## config.mk

```make
export PLATFORM = sky130hd
export DESIGN_NAME = limit_counter
export DESIGN_NICKNAME = d
export VERILOG_FILES = /design/src/rtl/limit_counter.sv
export SDC_FILE = /design/constraint.sdc
export NUM_CORES = 1
export LEC_CHECK = 0
export ABC_AREA = 1
export CAP_MARGIN = 20
export CORE_ASPECT_RATIO = 0.8
export CORE_MARGIN = 5
export CORE_UTILIZATION = 51
export DETAILED_ROUTE_END_ITERATION = 10
export GPL_TIMING_DRIVEN = 0
export PLACE_DENSITY_LB_ADDON = 0.08
export SYNTH_ARGS = -nofsm -noshare
export SYNTH_HDL_FRONTEND = slang
export SYNTH_SLANG_ARGS = --single-unit
```

## constraint.sdc

```tcl
create_clock -name clock -period 4.1 [get_ports clock]
set_input_delay 0.41 -clock clock [delete_from_list [all_inputs] [get_ports clock]]
set_output_delay 0.41 -clock clock [all_outputs]
set_load 0.005 [all_outputs]
```

## src/rtl/limit_counter.sv

```systemverilog
// limit_counter: prescaled up/down counter with programmable limit and wrap/saturate/bounce/one-shot modes
module limit_counter #(
  parameter int Size = 8,
  parameter int PrescaleSize = 16
) (
  input  logic                    clock,
  input  logic                    reset,
  input  logic                    enable,
  input  logic                    direction,
  input  logic [1:0]              mode,
  input  logic [Size-1:0]         limit,
  input  logic [PrescaleSize-1:0] prescale,
  input  logic                    load,
  input  logic [Size-1:0]         load_data,
  output logic [Size-1:0]         data_o,
  output logic                    tick_o,
  output logic                    wrap_o,
  output logic                    done_o,
  output logic                    dir_o,
  output logic                    at_limit_o,
  output logic                    at_zero_o
);
  logic [PrescaleSize-1:0] pre_cnt;
  logic dir_q, step, live, up, term;
  logic [Size-1:0] clamp, term_val, next_val;
  assign step = enable && !load && pre_cnt == prescale;
  assign live = step && !(mode == 2'b11 && done_o);
  assign dir_o = mode == 2'b10 ? dir_q : direction;
  assign up = !dir_o;
  assign term = up ? data_o >= limit : data_o == '0;
  assign clamp = data_o > limit ? limit : data_o;
  // saturate and one-shot both settle on the clamped value; down-terminal is 0 so clamp holds it
  assign term_val = mode == 2'b00 ? (up ? '0 : limit) :
                    mode == 2'b10 ? (limit == '0 ? '0 : (up ? limit - 1'b1 : Size'(1))) : clamp;
  assign next_val = term ? term_val : (up ? data_o + 1'b1 : data_o - 1'b1);
  assign at_limit_o = data_o == limit;
  assign at_zero_o = data_o == '0;
  always_ff @(posedge clock) begin
    if (reset) begin
      data_o  <= '0;
      pre_cnt <= '0;
      dir_q   <= 1'b0;
      done_o  <= 1'b0;
      tick_o  <= 1'b0;
      wrap_o  <= 1'b0;
    end else if (load) begin
      data_o  <= load_data > limit ? limit : load_data;
      pre_cnt <= '0;
      dir_q   <= direction;
      done_o  <= 1'b0;
      tick_o  <= 1'b0;
      wrap_o  <= 1'b0;
    end else begin
      if (enable) pre_cnt <= step ? '0 : pre_cnt + 1'b1;
      tick_o <= live;
      wrap_o <= live && term && mode != 2'b01;
      if (live) begin
        data_o <= next_val;
        if (term && mode == 2'b10) dir_q <= up;
        if (term && mode == 2'b11) done_o <= 1'b1;
      end
    end
  end
endmodule
```

==> impl_metrics.tcl <==
set metrics [dict create \
    status "complete, no violations" \
    netlist.area_leader.share_pct 20.5 \
    track_usage_pct 23.5 \
    slowest_stage "clkdlybuf4s50_1" \
    critPathLaunchType "input pin" \
    yosysWarnings 0 \
    synth.distinct_cells 33 \
    drive_gt1_share_pct 6.62 \
    synth_edf_count 0 \
    synth_top_family_by_area "simple AND/OR/NAND/NOR gates" \
    rr_startpoint "dir_q" \
    hold_buffers 0 \
    grt_pass1_vias 3185 \
    synth_fp_nets 614 \
    cts_buffer_depth 2 \
    antenna_found_initial 0 \
    fin_crit_sh_pct 68.0 \
    grt_max_degree 17 \
    max_freq_ghz 0.358 \
    grt.overflow.total 0 \
    drv_slew 0 \
    cts_setup_buffers 0 \
    synth_ff_type "dfxtp_1" \
    crit_type "input pin to output port" \
    post-route-util_pct 64.3 \
    clk_latency_ns 0.29 \
    h-tree-depth 1 \
    p_total_mw 0.894 \
    yosysSeqAreaShare_pct 18.0 \
    cts_buffers 3 \
    slew_headroom_pct 68.6 \
    peakVddDrop_v 0.000167 \
    fin_tns_setup_ns 0 \
    route.detailed.drc 0 \
    cts_tree "yes" \
    vias_per_cell 5.09 \
    area_growth_pct 21.9 \
    routed_wl_um 8830 \
    syn-cell-area_sq_um 3120 \
    synth.avg_cell_area_sq_um 5.67 \
    rows 25 \
    synth-xor-area-share_pct 3.09 \
    cts_root_buf "clkbuf_8" \
    worstPathRequired_ns 3.69 \
    drv_cap 0 \
    synth_adder_area_share_pct 10.7 \
    r2r_end "data_o[4]" \
    io_buffers 51 \
    ys_seq_elements 28 \
    skew_ns 0.00316 \
    async_reset_ff_share_pct 0 \
    num_vias 3486 \
    powerDensity_nw_per_um2 235 \
    dr.max_layer_used "met4" \
    dieArea_sq_um 7780 \
    antenna_cells 0 \
    coreArea_sq_um 5910 \
    antenna_left 0 \
    synth.area.mux_share_pct 0 \
    cp-endpoint "at_limit_o" \
    initial_core_util_pct 52.7 \
    cp.arrival_ns 2.38 \
    hp-start "dir_q" \
    chipHeight_um 79.9 \
    cts.sinks 28 \
    rsz0062_at_grt "no" \
    hold_class "register to register" \
    dp_hpwl_um 7270 \
    gp_congestion 0.882 \
    clk_pin_slew_ns 0.11 \
    cts_resized 0 \
    reg2reg_depth 11 \
    rrSetupSlack_ns 1.97 \
    leakagePower_nw 1.92 \
    slowest_delay_ns 0.64 \
    critPathLaunch "limit[2]" \
    wl_met3_um 646 \
    drtIter0Drc 260 \
    finalHoldViolations 0 \
    crit_path_end_kind "output port" \
    synthTopCellsByArea "nand2_1 (20%), dfxtp_1 (18%), ha_1 (10%)" \
    grt_pass1_wl_um 15100 \
    dr.pass1.iters 6 \
    post_drt_wl_per_cell_um 12.9 \
    setup_violations 0 \
    met2_length_um 3470 \
    period_needed_ns 2.79 \
    met1_length_um 4620 \
    synth_compound_area_share_pct 6.35 \
    worst_pin_slew_ns 0.471 \
    crit_chain "clkdlybuf4s50_1 > inv_1 > ha_1 > nand2_1 > nor2_1 > nand2_1 > inv_1 > clkdlybuf4s50_1" \
    nets 670 \
    synth-simple-area-share_pct 50.2 \
    syn_inst 549 \
    yosys.area.top_type "nand2_1" \
    crit_fanout 6 \
    die_x_um 97.4 \
    synthTopCellsByCount "nand2_1 (170), nor2_1 (80), inv_1 (78), nand3_1 (55), dfxtp_1 (28)" \
    synth.most_common_cell "nand2_1" \
    io_pins 53 \
]
-- critical path: cells and delay by family --
kind                     cells  cell delay (ns)
buffers and inverters        4             1.36
adder cells (fa/ha/maj)      1             0.30
AND/OR/NAND/NOR              3             0.30
-- worst min-delay path by stage --
stage          depth (start not counted)     to  slack (ns)
2_1_floorplan                          2  dir_q        0.45
3_3_place_gp                           2  dir_q        0.47
3_5_place_dp                           2  dir_q        0.48
4_1_cts                                2  dir_q        0.49
5_1_grt                                2  dir_q        0.53
6_report                               2  dir_q        0.49
-- placed cells by master (no fill, tap or decap), types with 7 or more instances in the layout --
cell | Yosys | final
dfxtp_1 | 28 | 28
nor2_1 | 80 | 80
clkdlybuf4s50_1 | 0 | 51
a21oi_1 | 20 | 20
o21ai_0 | 8 | 8
inv_1 | 78 | 78
nor3_1 | 10 | 10
xor2_1 | 7 | 7
nand2_2 | 12 | 12
inv_2 | 9 | 9
nand3_1 | 55 | 55
nand2_1 | 170 | 170
ha_1 | 25 | 25
nand4_1 | 14 | 14
-- metal layers --
layer  up-vias  GRT usage, %
li1       1839             -
met1      1519          34.6
met2       119          35.4
met3         9          4.45
met4         0          4.70
met5         -             0
-- registers in the layout, summed over array words and instances (netlist names) --
signal and flops:
dir_q 1, data_o 8, done_o 1, pre_cnt 16
wrap_o 1, tick_o 1
-- report_power, final --
part | leakage (nW) | switching (mW) | internal (mW)
sequential | 0.228 | 0.0164 | 0.282
clock | 0.0357 | 0.101 | 0.131
combinational | 1.66 | 0.210 | 0.154
total | 1.92 | 0.327 | 0.567
-- through the flow --
stage	instances	setup WS, ns	area [sq um]	hold slack, ns
after floorplan	549	2.08	3120	0.446
after global placement	681	1.21	3730	0.472
after detailed placement	681	1.13	3730	0.475
after CTS	685	1.30	3800	0.492
after global routing	685	1.19	3800	0.533
final	685	1.31	3800	0.490
-- cells by family after synthesis --
kind of cell    count (synthesis)
xor+xnor                       11
fa+ha+maj                      26
buf+inv                        94
flops                          28
compound gates                 35
simple gates                  355
-- cell type report --
class	count	area, sq um
multi-input cells	427	2190
fillers	569	2110
flip-flops and latches	28	561
repair buffers	51	510
inverters	89	334
well taps	81	101
clock buffers	3	41.3
plain buffers	5	31.3
clock inverters	1	30.0
Note: power is estimated with default switching activity, not from simulation.
